`config.mk`:
```
export PLATFORM = sky130hd
export DESIGN_NAME = fetch_unit
export DESIGN_NICKNAME = d
export VERILOG_FILES = /design/src/rtl/fetch_unit.sv
export SDC_FILE = /design/constraint.sdc
export NUM_CORES = 1
export LEC_CHECK = 0
export ABC_AREA = 1
export CORE_ASPECT_RATIO = 1.5
export CORE_MARGIN = 2
export CORE_UTILIZATION = 39
export DETAILED_ROUTE_END_ITERATION = 10
export PLACE_DENSITY_LB_ADDON = 0.2
export SYNTH_ARGS = -nofsm -noshare
export SYNTH_HDL_FRONTEND = slang
export SYNTH_SLANG_ARGS = --single-unit
```
`constraint.sdc`:
```
create_clock -name i_clk -period 1.5 [get_ports i_clk]
set_input_delay 0.3 -clock i_clk [delete_from_list [all_inputs] [get_ports i_clk]]
set_output_delay 0.3 -clock i_clk [all_outputs]
set_load 0.01 [all_outputs]
```
`src/rtl/fetch_unit.sv`:
```
// fetch_unit
//   Instruction-fetch front end feeding the IF/ID register. Owns the PC and
//   keeps at most one word read outstanding to instruction memory. It holds
//   a returned instruction while downstream stalls, and discards an
//   in-flight fetch when a branch/jump redirect arrives.
//
// Ports
//   i_clk, i_rst          clock; synchronous active-high reset
//   o_imem_req/addr       read request and word address (always the PC)
//   i_imem_ready          memory accepts the request this cycle
//   i_imem_rvalid/rdata   read response
//   i_redirect/_pc        taken branch/jump and its target (bits [1:0] ignored)
//   i_stall               downstream cannot take the instruction this cycle
//   o_pc, o_instruction,
//   o_pc_plus_4, o_valid  bundle presented to the IF/ID register
//
// state | meaning
// ------+--------------------------------------------------------------
// REQ   | requesting a fetch at pc
// WAIT  | request accepted, awaiting read data (bypassed to the output)
// HOLD  | data buffered because downstream stalled
// DROP  | redirected while waiting; the stale response will be discarded
module fetch_unit #(
  parameter logic [31:0] RESET_ADDR = 32'h0000_0000
) (
  input  logic        i_clk,
  input  logic        i_rst,
  output logic        o_imem_req,
  output logic [31:0] o_imem_addr,
  input  logic        i_imem_ready,
  input  logic        i_imem_rvalid,
  input  logic [31:0] i_imem_rdata,
  input  logic        i_redirect,
  input  logic [31:0] i_redirect_pc,
  input  logic        i_stall,
  output logic [31:0] o_pc,
  output logic [31:0] o_instruction,
  output logic [31:0] o_pc_plus_4,
  output logic        o_valid
);

  localparam logic [31:0] NOP = 32'h0000_0013;

  typedef enum logic [1:0] {
    S_REQ  = 2'd0,
    S_WAIT = 2'd1,
    S_HOLD = 2'd2,
    S_DROP = 2'd3
  } state_t;

  state_t      state, state_nxt;
  logic [31:0] pc, pc_nxt;
  logic [31:0] buffer, buffer_nxt;
  logic [31:0] redirect_pc_al;
  logic [31:0] pc_inc;
  logic        present;

  assign redirect_pc_al = {i_redirect_pc[31:2], 2'b00};
  assign pc_inc         = pc + 32'd4;

  always_ff @(posedge i_clk) begin
    if (i_rst) begin
      state  <= S_REQ;
      pc     <= RESET_ADDR;
      buffer <= NOP;
    end else begin
      state  <= state_nxt;
      pc     <= pc_nxt;
      buffer <= buffer_nxt;
    end
  end

  always_comb begin
    state_nxt  = state;
    pc_nxt     = pc;
    buffer_nxt = buffer;
    case (state)
      S_REQ: begin
        if (i_redirect)        pc_nxt    = redirect_pc_al;
        else if (i_imem_ready) state_nxt = S_WAIT;
      end
      S_WAIT: begin
        if (i_imem_rvalid) begin
          if (i_redirect) begin
            pc_nxt    = redirect_pc_al;
            state_nxt = S_REQ;
          end else if (!i_stall) begin
            pc_nxt    = pc_inc;
            state_nxt = S_REQ;
          end else begin
            buffer_nxt = i_imem_rdata;
            state_nxt  = S_HOLD;
          end
        end else if (i_redirect) begin
          // The response is still coming; it must be swallowed before the
          // next request so responses cannot be mismatched to addresses.
          pc_nxt    = redirect_pc_al;
          state_nxt = S_DROP;
        end
      end
      S_HOLD: begin
        if (i_redirect) begin
          pc_nxt    = redirect_pc_al;
          state_nxt = S_REQ;
        end else if (!i_stall) begin
          pc_nxt    = pc_inc;
          state_nxt = S_REQ;
        end
      end
      S_DROP: begin
        if (i_redirect)    pc_nxt    = redirect_pc_al;
        if (i_imem_rvalid) state_nxt = S_REQ;
      end
      default: state_nxt = S_REQ;
    endcase
  end

  // Gating with i_rst keeps the bundle invalid during the reset cycle itself,
  // whatever state the FSM was in.
  assign present       = (state == S_WAIT && i_imem_rvalid) || (state == S_HOLD);
  assign o_valid       = present && !i_redirect && !i_rst;
  assign o_instruction = !o_valid           ? NOP :
                         (state == S_HOLD)  ? buffer : i_imem_rdata;
  assign o_imem_req    = (state == S_REQ) && !i_redirect && !i_rst;
  assign o_imem_addr   = pc;
  assign o_pc          = pc;
  assign o_pc_plus_4   = pc_inc;

endmodule

```
==> results.json, run 1 <==
{
  "status": "finished, violations left",
  "violations": "negative setup slack",
  "io_pins": 200,
  "nets": 1153,
  "layout-drive-gt1-share_pct": 43.3,
  "port_buffers": 197,
  "core_area_mm2": 0.0115,
  "initialDrtViolationCount": 475,
  "worstSetupStartpointType": "flop",
  "synth_common_cells": "238 x nand2_1, 90 x nor2_1, 66 x dfxtp_1",
  "rr_worst_depth": 14,
  "crit_type": "reg2out",
  "cts_buffer_depth": 2,
  "grtUsageTotal_pct": 29.9,
  "cp.arrival_ps": 1930,
  "crit_chain": "buf_4 -> nand2_2 -> nor2_4 -> nand2_4 -> nor3_4 -> buf_6 -> xor2_4 -> buf_6",
  "clk_pin_slew_ps": 50,
  "fp.dieW_um": 92.7,
  "rsz0062_at_grt": "true",
  "postLayoutCoreUtil_pct": 78.6,
  "syn2layout_area_growth_pct": 96.9,
  "max_clock_freq_ghz": 0.448,
  "clockRootBuffer": "clkbuf_16",
  "tightestPinTransition_ps": 443,
  "grt_pass1_wl_um": 30100,
  "routed_wl_um": 23000,
  "ir_drop_mv": 0.832,
  "holdWs_ps": 467,
  "setup_tns_ps": -38430,
  "fp.dieH_um": 137,
  "cts.htree.levels": 3,
  "die_area_mm2": 0.0127,
  "fin_crit_sh_pct": 149,
  "p_total_mw": 12.9,
  "clk_latency_ps": 340,
  "dp_hpwl_um": 12800,
  "antennaDiodeCount": 0,
  "power_density_mw_per_mm2": 1420,
  "vias_per_cell": 5.49,
  "grt_pass1_vias": 6478,
  "grt_start_max_net_pins": 34,
  "synthArstFlopShare_pct": 0,
  "drtPass1Iterations": 6,
  "ctsHoldBuffers": 0,
  "antenna_found_initial": 0,
  "clock_skew_ps": 8.40,
  "cts.sinks": 66,
  "num_rows": 48,
  "synth.top_cell.area_share_pct": 28.7,
  "ys_types": 38,
  "synth-edff-count": 0,
  "crit_slowest_cell": "dfxtp_4",
  "synth_area_leaders": "dfxtp_1 29%, nand2_1 19%, nor2_1 7.3%, a21oi_1 6.5%, buf_4 5.9%",
  "cellLeakagePower_nw": 4.31,
  "cap_violations": 0,
  "yosys_warnings": 0,
  "fin_crit_ps": 2230,
  "yosysMostFrequentCell": "nand2_1",
  "grt_overflow": 0,
  "hold_class": "reg2reg",
  "synth_area_per_cell_um2": 6.15,
  "timing.final.ws_setup_ps": -733,
  "netlist_area_mm2": 0.00461,
  "pre_cts_ws_ps": -767,
  "crit_required_ps": 1200,
  "start_util_pct": 39.9,
  "slowest_delay_ps": 350,
  "path_common_cell": "buf_6",
  "end_kind": "output port",
  "syn_nets": 825,
  "critPathMaxFanout": 5,
  "netlist_instances": 749,
  "drc_errors": 0,
  "drv_slew": 0,
  "synth_top_area_cell": "dfxtp_1",
  "finalHoldViolCount": 0,
  "cts_made_buffers": 9,
  "relSlewSlack_pct": 70.1,
  "avgRoutedWirePerCell_um": 18.7,
  "ys_seq_area_share_pct": 28.7,
  "synthFlopType": "dfxtp_1",
  "whs_path_depth": 2,
  "ant_nets": 0,
  "ys_ff_latch": 66,
  "dr_total_vias": 6760,
  "place.gp.congestion": 0.925,
  "setup_violations": 115,
  "cts_tree": "built"
}
layout make-up:
cell class / count / area (µm²)
timing repair buffer: 387 / 3540
multi-input combinational: 547 / 3350
fill: 768 / 2460
sequential: 66 / 1370
inverter: 66 / 288
clock buffer: 10 / 250
tap: 150 / 188
clock inverter: 6 / 87.6
power breakdown:
group	total (mW)	switching (mW)	internal, mW
clock	2.42	0.862	1.56
combinational	7.96	4.16	3.80
sequential	2.50	0.358	2.15
cells by family after synthesis:
kind of cell / Yosys count / share of synthesized area (%)
simple gates: 378 / 33.9
compound gates: 146 / 17.4
buf+inv: 136 / 14.4
flops: 66 / 28.7
xor+xnor: 15 / 3.50
fa+ha+maj: 6 / 1.63
mux: 2 / 0.435
sequential cells by signal, summed over array words and instances, names as in the netlist:
register and count:
buffer 32, o_imem_addr 32, state 2
worst paths after layout:
path                            slack [ps]       startpoint         endpoint
worst min-delay path                   470        buffer[0]        buffer[0]
worst max register to register        -440  o_imem_addr[11]  o_imem_addr[18]
worst min register to register         470        buffer[0]        buffer[0]
worst max-delay path                  -730   o_imem_addr[3]  o_pc_plus_4[13]
per-layer routing:
metal	up-vias	part of all wire, %	GRT usage, %
li1	2997	-	-
met1	3138	32	29.2
met2	463	52	58.2
met3	162	8.1	5.23
met4	0	7.8	17.0
met5	-	0	0
worst max-delay path: cells and delay by family, from the launching register on:
family / cells / cell delay (ps)
simple gates: 4 / 540
buf+inv: 3 / 440
flops: 1 / 350
xor+xnor: 1 / 260
layout by cell type (no fill, tap or decap), types with 3 or more instances in the layout:
| cell | n |
|---|---|
| a21oi_2 | 30 |
| clkdlybuf4s50_1 | 65 |
| o22ai_1 | 4 |
| buf_6 | 55 |
| o211ai_1 | 10 |
| nand3_2 | 4 |
| nand3_1 | 12 |
| inv_4 | 4 |
| xor2_2 | 12 |
| buf_4 | 127 |
| o21ai_0 | 48 |
| clkinv_4 | 4 |
| buf_8 | 5 |
| nand2_2 | 31 |
| dfxtp_1 | 43 |
| nand3_4 | 5 |
| inv_2 | 7 |
| clkbuf_2 | 5 |
| ha_4 | 4 |
| buf_12 | 10 |
| a21oi_4 | 3 |
| and2_4 | 3 |
| nand2_4 | 9 |
| inv_1 | 49 |
| dfxtp_4 | 6 |
| a21oi_1 | 29 |
| nor2_2 | 22 |
| dlygate4sd2_1 | 66 |
| nor2_4 | 20 |
| a31oi_1 | 4 |
| dfxtp_2 | 17 |
| clkbuf_16 | 13 |
| nor3_1 | 4 |
| o21ai_1 | 4 |
| nor2_1 | 58 |
| buf_2 | 46 |
| nand2_1 | 204 |
timing repair:
action                     4_1_cts  5_1_grt
resized for setup              459      131
gates cloned                     4        4
pin swaps                       45       33
setup endpoints to repair      194      117
setup buffers                   33       20
through the flow:
stage | area, µm² | instances
global placement | 7570 | 1161
finish | 9070 | 1232
CTS | 8460 | 1213
floorplan | 4760 | 749
detailed placement | 7570 | 1161
global route | 9070 | 1232
(Power assumes the default switching activity.)
==> run 2: changes to the inputs <==
PLACE_DENSITY_LB_ADDON = 0.1   (was 0.2)
==> results.json, run 2 (synthesized netlist as in run 1, its figures left out) <==
{
  "crit_type": "reg2out",
  "cts_buffer_depth": 2,
  "fillers": 771,
  "place_area_mm2": 0.00757,
  "ant_nets": 0,
  "cts.sinks": 66,
  "clk_pin_slew_ps": 60,
  "worstSetupStartpoint": "state[0]",
  "max_clock_freq_ghz": 0.468,
  "cts_made_buffers": 9,
  "top_usage_layer": "met2",
  "ir_drop_mv": 0.890,
  "rr_worst_depth": 15,
  "crit_required_ps": 1200,
  "tightestPinTransition_ps": 676,
  "critPathMaxFanout": 6,
  "power_density_mw_per_mm2": 1400,
  "fin_crit_sh_pct": 142,
  "clockRootBuffer": "clkbuf_16",
  "crit_chain": "buf_6 -> inv_6 -> ha_4 -> buf_12 -> clkinv_8 -> buf_12 -> buf_4 -> nand2_4 -> nand3_2 -> buf_6",
  "timing.final.ws_setup_ps": -636,
  "relSlewSlack_pct": 54.3,
  "end_kind": "output port",
  "status": "finished, violations left",
  "r2r_end": "o_imem_addr[22]",
  "final_cell_mix": "178 x nand2_1, 150 x buf_4, 74 x nor2_1",
  "cts_tree": "built",
  "violations": "negative setup slack",
  "dp_hpwl_um": 12600,
  "grt_start_max_net_pins": 36,
  "clock_skew_ps": 8.92,
  "fp.dieW_um": 92.7,
  "grt_overflow": 0,
  "grt_use_met1_pct": 29.8,
  "fin_crit_ps": 2140,
  "avgRoutedWirePerCell_um": 17.5,
  "crit_slowest_cell": "dfxtp_4",
  "grtUsageMet2_pct": 59.9,
  "ff2ff_setup_slack_ps": -580,
  "finalHoldViolCount": 0,
  "mostFrequentLayoutCell": "nand2_1",
  "io_pins": 200,
  "initialDrtViolationCount": 285,
  "drv_slew": 0,
  "slowest_delay_ps": 360,
  "syn2layout_area_growth_pct": 102,
  "clk_latency_ps": 340,
  "setup_violations": 115,
  "grt_pass1_vias": 6459,
  "die_area_mm2": 0.0127,
  "fp.dieH_um": 137,
  "layout-drive-gt1-share_pct": 45.8,
  "routed_wl_um": 21900,
  "hold_class": "reg2reg",
  "antenna_found_initial": 1,
  "endpoint": "o_instruction[1]",
  "path_buf_inv": 7,
  "core_area_mm2": 0.0115,
  "grtUsageTotal_pct": 30.7,
  "start_util_pct": 39.9,
  "dr_total_vias": 6523,
  "pre_cts_ws_ps": -722,
  "place.gp.congestion": 0.867,
  "cap_violations": 0,
  "nets": 1173,
  "rr_startpoint": "state[0]",
  "vias_per_cell": 5.21,
  "cts.htree.levels": 3,
  "port_buffers": 197,
  "drc_errors": 0,
  "crit_cells": 10,
  "design_area_mm2": 0.00931,
  "grt.met3_usage_pct": 4.41,
  "ctsHoldBuffers": 0,
  "cellLeakagePower_nw": 4.50,
  "rsz0062_at_grt": "true",
  "critical_path.top_delay_family": "buffers and inverters",
  "worstSetupStartpointType": "flop",
  "num_rows": 48,
  "cp.arrival_ps": 1840,
  "grt_pass1_wl_um": 30700,
  "drtPass1Iterations": 5
}
==> run 2: per-stage QoR <==
stage	util (%)	std cells	hold WS, ps	TNS [ps]	total power [mW]
2_1_floorplan	-	749	426	-1180	5.40
3_3_place_gp	65.7	1155	444	-56750	8.62
3_5_place_dp	65.7	1155	452	-61040	8.79
4_1_cts	75.6	1228	463	-46640	12.1
5_1_grt	80.7	1253	474	-55040	13.7
6_report	80.7	1253	462	-49230	13.1
==> run 2: worst reg2reg max path: stages, from the launching register on <==
cell,delay (ps)
dfxtp_4,360
buf_6,130
inv_6,50
ha_4,180
buf_12,150
clkinv_8,80
buf_12,140
buf_6,110
nor2_4,100
nor2_4,60
inv_2,80
nand2_4,80
nand2_4,120
buf_12,140
o211ai_1,80
a21oi_1,140
==> run 2: routing by layer <==
| metal | vias to the layer above | part of all wire, % |
|---|---|---|
| li1 | 3037 | - |
| met1 | 3090 | 34 |
| met2 | 303 | 55 |
| met3 | 93 | 5.3 |
| met4 | 0 | 6.0 |
| met5 | - | 0 |
==> run 2: cell type report <==
class	count	area, µm²	share of cell area (%)
tap	150	188	2.02
multi-input combinational	547	3460	37.2
timing repair buffer	407	3740	40.2
sequential	66	1360	14.6
inverter	66	280	3.01
clock inverter	5	31.3	0.336
antenna	1	2.50	0.0269
clock buffer	11	243	2.61
==> run 2: repair_timing <==
action / CTS / global route
setup endpoints to repair: 194 / 127
gates cloned: 9 / 4
setup buffers: 50 / 32
resized for setup: 492 / 133
pin swaps: 58 / 75
==> run 2: report_power, final <==
part | internal [mW] | total (mW) | switching, mW
sequential | 2.14 | 2.46 | 0.317
clock | 1.16 | 1.98 | 0.825
combinational | 4.32 | 8.63 | 4.31
total | 7.62 | 13.1 | 5.45
==> run 2: worst min path at each step <==
stage / startpoint / to / slack (ps) / depth (start not counted)
5_1_grt: o_imem_addr[0] / o_imem_addr[0] / 470 / 2
3_5_place_dp: buffer[0] / buffer[0] / 450 / 2
4_1_cts: o_imem_addr[0] / o_imem_addr[0] / 460 / 2
6_report: o_imem_addr[0] / o_imem_addr[0] / 460 / 2
2_1_floorplan: i_imem_rdata[0] / buffer[0] / 430 / 2
3_3_place_gp: buffer[0] / buffer[0] / 440 / 2
==> run 3: changes to the inputs <==
CTS_CLUSTER_DIAMETER = 100   (was unset)
==> results of run 3 <==
Final layout, timing and power as in run 2 (identical DEF).
